$ cat config.mk
export PLATFORM = sky130hd
export DESIGN_NAME = axis_bram_loader
export DESIGN_NICKNAME = d
export VERILOG_FILES = /design/src/rtl/axis_loader_pkg.sv /design/src/rtl/axis_bram_loader.sv
export SDC_FILE = /design/constraint.sdc
export NUM_CORES = 1
export LEC_CHECK = 0
export CAP_MARGIN = 20
export CORE_ASPECT_RATIO = 0.8
export CORE_MARGIN = 2
export CORE_UTILIZATION = 30
export CTS_BUF_LIST = sky130_fd_sc_hd__clkbuf_16
export DETAILED_ROUTE_END_ITERATION = 8
export PLACE_DENSITY_LB_ADDON = 0.15
export SLEW_MARGIN = 0
export SYNTH_ARGS = -nofsm -noshare
export SYNTH_HDL_FRONTEND = slang
export SYNTH_SLANG_ARGS = --single-unit
$ cat constraint.sdc
create_clock -name aclk -period 5.49 [get_ports aclk]
set_input_delay 1.098 -clock aclk [delete_from_list [all_inputs] [get_ports aclk]]
set_output_delay 1.098 -clock aclk [all_outputs]
set_load 0.03 [all_outputs]
$ cat src/rtl/axis_loader_pkg.sv
// Shared definitions for the AXI-Stream to BRAM loader.
// Holds the FSM state encoding and default widths/limits.
package axis_loader_pkg;

    localparam int DEF_DATA_WIDTH = 16;
    localparam int DEF_ADDR_WIDTH = 10;
    localparam int DEF_MAX_WORDS  = 512;

    typedef enum logic [2:0] {
        ST_IDLE    = 3'd0,
        ST_HEADER  = 3'd1,
        ST_PAYLOAD = 3'd2,
        ST_DRAIN   = 3'd3,
        ST_DONE    = 3'd4
    } state_t;

endpackage

$ cat src/rtl/axis_bram_loader.sv
// Loads one length-prefixed AXI-Stream packet into BRAM.
// Header word gives payload length; payload written from base_addr.
module axis_bram_loader
    import axis_loader_pkg::*;
#(
    parameter int DATA_WIDTH = DEF_DATA_WIDTH,
    parameter int ADDR_WIDTH = DEF_ADDR_WIDTH,
    parameter int MAX_WORDS  = DEF_MAX_WORDS
) (
    input  logic                  aclk,
    input  logic                  aresetn,
    input  logic                  start,
    input  logic [ADDR_WIDTH-1:0] base_addr,
    input  logic [DATA_WIDTH-1:0] s_axis_tdata,
    input  logic                  s_axis_tvalid,
    input  logic                  s_axis_tlast,
    output logic                  s_axis_tready,
    output logic                  bram_en,
    output logic                  bram_we,
    output logic [ADDR_WIDTH-1:0] bram_addr,
    output logic [DATA_WIDTH-1:0] bram_wdata,
    output logic                  busy,
    output logic                  done,
    output logic                  err_len,
    output logic [ADDR_WIDTH:0]   word_count
);

    localparam int CW = ADDR_WIDTH + 1;

    state_t                state;
    state_t                state_nx;
    logic [ADDR_WIDTH-1:0] base;
    logic [CW-1:0]         len;
    logic [CW-1:0]         cnt;
    logic                  err;
    logic                  hs;
    logic                  hdr_bad;
    logic                  last_word;
    logic                  set_err;
    logic                  wr;
    logic                  go;

    assign hs        = s_axis_tvalid && s_axis_tready;
    assign hdr_bad   = (s_axis_tdata == '0) ||
                       (s_axis_tdata > DATA_WIDTH'(MAX_WORDS));
    assign last_word = (cnt == len - CW'(1));
    assign go        = (state == ST_IDLE) && start;

    assign s_axis_tready = (state == ST_HEADER) ||
                           (state == ST_PAYLOAD) ||
                           (state == ST_DRAIN);
    assign busy       = (state != ST_IDLE);
    assign done       = (state == ST_DONE);
    assign err_len    = err;
    assign word_count = cnt;

    // State register; reset aborts any load in progress.
    always_ff @(posedge aclk or negedge aresetn) begin
        if (!aresetn) state <= ST_IDLE;
        else          state <= state_nx;
    end

    // Next-state decode plus write and error strobes.
    always_comb begin
        state_nx = state;
        set_err  = 1'b0;
        wr       = 1'b0;
        unique case (state)
            ST_IDLE: begin
                if (start) state_nx = ST_HEADER;
            end
            ST_HEADER: begin
                if (hs) begin
                    if (hdr_bad) begin
                        set_err  = 1'b1;
                        state_nx = s_axis_tlast ? ST_DONE : ST_DRAIN;
                    end else if (s_axis_tlast) begin
                        set_err  = 1'b1;
                        state_nx = ST_DONE;
                    end else begin
                        state_nx = ST_PAYLOAD;
                    end
                end
            end
            ST_PAYLOAD: begin
                if (hs) begin
                    wr = 1'b1;
                    if (s_axis_tlast) begin
                        set_err  = !last_word;
                        state_nx = ST_DONE;
                    end else if (last_word) begin
                        set_err  = 1'b1;
                        state_nx = ST_DRAIN;
                    end
                end
            end
            ST_DRAIN: begin
                if (hs && s_axis_tlast) state_nx = ST_DONE;
            end
            ST_DONE: begin
                state_nx = ST_IDLE;
            end
            default: begin
                state_nx = ST_IDLE;
            end
        endcase
    end

    // Datapath: latch base/length, register BRAM writes, count words.
    always_ff @(posedge aclk or negedge aresetn) begin
        if (!aresetn) begin
            bram_en    <= 1'b0;
            bram_we    <= 1'b0;
            bram_addr  <= '0;
            bram_wdata <= '0;
            base       <= '0;
            len        <= '0;
            cnt        <= '0;
            err        <= 1'b0;
        end else begin
            bram_en <= wr;
            bram_we <= wr;
            if (wr) begin
                bram_addr  <= base + cnt[ADDR_WIDTH-1:0];
                bram_wdata <= s_axis_tdata;
            end
            if (go) begin
                base <= base_addr;
                cnt  <= '0;
                err  <= 1'b0;
            end else begin
                if (wr)      cnt <= cnt + CW'(1);
                if (set_err) err <= 1'b1;
            end
            if (state == ST_HEADER && hs) len <= CW'(s_axis_tdata);
        end
    end

endmodule

==> flow_metrics.env <==
export IMPL_status="complete, no violations"
export IMPL_cap_violations=0
export IMPL_rows=34
export IMPL_antenna_found_initial=0
export IMPL_hp_class="flip-flop to flip-flop"
export IMPL_cts_root_buf="clkbuf_16"
export IMPL_drv_slew=0
export IMPL_ys_ff_latch=63
export IMPL_grt_usage=0.154
export IMPL_numCtsBuffers=9
export IMPL_layout_commonest_cell="nand2_1"
export IMPL_yosys_warnings=0
export IMPL_nets=494
export IMPL_synth_net_count=423
export IMPL_clk_pin_slew_ns=0.06
export IMPL_synth_cell_types=55
export IMPL_fin_tns_setup_ns=0
export IMPL_max_slew_margin_rel=0.380
export IMPL_via_count=2902
export IMPL_hold_ws_ns=0.472
export IMPL_fin_worst_skew_ns=0.00832
export IMPL_peakVddDrop_mv=0.247
export IMPL_finalHoldViolCount=0
export IMPL_grt_pass1_wl_um=14700
export IMPL_layout_drive_gt1_share=0.0661
export IMPL_grt_max_degree=64
export IMPL_pre_cts_slack_ns=2.04
export IMPL_grt_overflow_total=0
export IMPL_layout_common_cells="nand2_1, clkdlybuf4s50_1, dfrtp_1, nor2_1, nor3_1"
export IMPL_portBuffers=73
export IMPL_leakage_nw=2.00
export IMPL_arrival_ns=3.46
export IMPL_cts_tree="built"
export IMPL_period_needed_ns=3.19
export IMPL_synth_flop_cell="dfrtp_1"
export IMPL_yosysSeqAreaShare=0.460
export IMPL_rr_worst_depth=10
export IMPL_wire_per_inst_um=14.7
export IMPL_setup_viol=0
export IMPL_powerDensity_nw_per_um2=552
export IMPL_dp_cells=583
export IMPL_setup_ws_ns=2.30
export IMPL_htreeDepth=3
export IMPL_cts_sinks=63
export IMPL_rsz0062_at_grt="no"
export IMPL_synth_edf_count=0
export IMPL_finalPower_mw=2.54
export IMPL_crit_chain="or4_4, or3_1, a2111oi_2, o221ai_1, a211o_1, ha_1, o22ai_1, a22oi_1, o31ai_1, a21o_1"
export IMPL_critPathRequiredTime_ns=5.76
export IMPL_vias_per_cell=4.85
export IMPL_cpMaxStageDelayCell="or4_4"
export IMPL_drc=0
export IMPL_startpoint_type="flip-flop"
export IMPL_max_slew_worst_pin_slew_ns=0.926
export IMPL_fin_crit_sh=0.581
export IMPL_final_cells=598
export IMPL_start_util=0.311
export IMPL_drt_iter0_drc=134
export IMPL_endpoint_kind="flip-flop"
export IMPL_max_clock_path_buffers=2
export IMPL_diodes=0
export IMPL_routabilityCongestion=0.821
export IMPL_hold_buffers=0
export IMPL_cts_resized=0
export IMPL_netlist_instances=379
export IMPL_die_h_um=99.6
export IMPL_cp_max_fo=5
export IMPL_area_growth_pct=34.1
export IMPL_clk_latency_ns=0.33
export IMPL_fmax_ghz=0.313
export IMPL_cp_slowest_stage_delay_ns=0.56
export IMPL_coreArea_um2=11000
export IMPL_min_path_cells=2
export IMPL_crit_type="flip-flop to flip-flop"
export IMPL_dr_pass1_iters=4
export IMPL_synth_area_um2=3430
export IMPL_drtAntennaViolNets=0
export IMPL_place_hpwl_um=6120
export IMPL_syn_avg_cell_area_um2=9.04
export IMPL_io_pins=74
export IMPL_wirelength_um=8800
export IMPL_grt_pass1_vias=2904
export IMPL_cts_setup_buffers=0
export IMPL_synthArstFlopShare=1.00
export IMPL_dieWidth_um=123
export IMPL_die_area_um2=12300
[worst max-delay path, delay by kind of cell (launching register included)]
family	cells	cell delay [ns]
AOI/OAI and AO/OA	7	1.59
and+or+nand+nor	2	0.90
DFF	1	0.43
adders and majority gates	1	0.20
[cell type report]
class                      count  area, µm²
inverter                      16       60.1
clock buffer                   9        225
tap                          144        180
fill                        1062       6420
clock inverter                 6       86.3
sequential                    63       1580
timing repair buffer          75        741
multi-input combinational    285       1730
[cells in the mapped netlist (2+ instances only)]
| library cell | count | area (µm²) |
|---|---|---|
| inv_1 | 15 | 56.3 |
| and2_1 | 2 | 12.5 |
| nand3_1 | 7 | 35.0 |
| clkbuf_1 | 10 | 37.5 |
| or4_1 | 3 | 22.5 |
| nand2_1 | 95 | 357 |
| nor2b_1 | 3 | 18.8 |
| nor3_1 | 16 | 80.1 |
| nor3b_1 | 3 | 22.5 |
| a211oi_1 | 6 | 45.0 |
| o21ai_1 | 3 | 15.0 |
| a21oi_1 | 10 | 50.1 |
| nand4_1 | 5 | 31.3 |
| nand3b_1 | 3 | 22.5 |
| o31ai_1 | 4 | 30.0 |
| o21a_1 | 4 | 30.0 |
| nand2b_1 | 5 | 31.3 |
| or3_1 | 4 | 25.0 |
| and3_1 | 4 | 25.0 |
| buf_2 | 2 | 10.0 |
| a21o_1 | 4 | 30.0 |
| mux2_2 | 8 | 90.1 |
| xnor2_1 | 11 | 96.3 |
| ha_1 | 12 | 150 |
| xor2_1 | 11 | 96.3 |
| nor4_1 | 6 | 37.5 |
| o21ai_0 | 14 | 70.1 |
| nor2_1 | 19 | 71.3 |
| buf_1 | 2 | 7.51 |
| dfrtp_1 | 63 | 1580 |
[where the power goes]
group	internal [mW]	switching, mW	leakage [nW]	total [mW]
clock	0.393	0.209	0.141	0.601
combinational	0.473	0.639	1.06	1.11
sequential	0.650	0.172	0.798	0.822
total	1.52	1.02	2.00	2.54
[sequential cells by signal (all words and copies together), names as in the netlist]
signal	flops
bram_wdata	16
len	11
word_count	11
base	10
bram_addr	10
state	3
bram_we	1
err_len	1
[final timing paths]
| path | startpoint | end | slack [ns] |
|---|---|---|---|
| max in group asynchronous | aresetn | base[5]$_DFFE_PN0P_ | 3.98 |
| min reg2reg | bram_wdata[3]$_DFFE_PN0P_ | bram_wdata[3]$_DFFE_PN0P_ | 0.47 |
| max | len[0]$_DFFE_PN0P_ | state[0]$_DFFE_PN0P_ | 2.30 |
| max reg2reg | len[0]$_DFFE_PN0P_ | state[0]$_DFFE_PN0P_ | 2.30 |
| min in group asynchronous | aresetn | bram_wdata[0]$_DFFE_PN0P_ | 0.96 |
| min | bram_wdata[3]$_DFFE_PN0P_ | bram_wdata[3]$_DFFE_PN0P_ | 0.47 |
[metrics by stage]
step,utilization,instance area (µm²)
5_1_grt,0.417,4600
3_3_place_gp,0.389,4290
6_report,0.417,4600
4_1_cts,0.417,4600
2_1_floorplan,-,3430
3_5_place_dp,0.389,4290
[per-layer routing]
metal | GRT usage | vias up | share of wire
met5 | 0 | - | 0
met4 | 0.0524 | 0 | 0.013
met1 | 0.215 | 1376 | 0.50
li1 | - | 1448 | -
met2 | 0.227 | 69 | 0.42
met3 | 0.0459 | 9 | 0.061
[cell families (layout without fill, tap and decap cells)]
family,after synthesis,count (layout),share of synthesized area
AO/OA/AOI/OAI,61,61,0.120
XOR/XNOR,23,23,0.0643
adder cells (fa/ha/maj),13,13,0.0497
buffers and inverters,31,106,0.0358
flip-flops,63,63,0.460
multiplexers,9,9,0.0292
AND/OR/NAND/NOR,179,179,0.241
(Power assumes the default switching activity.)
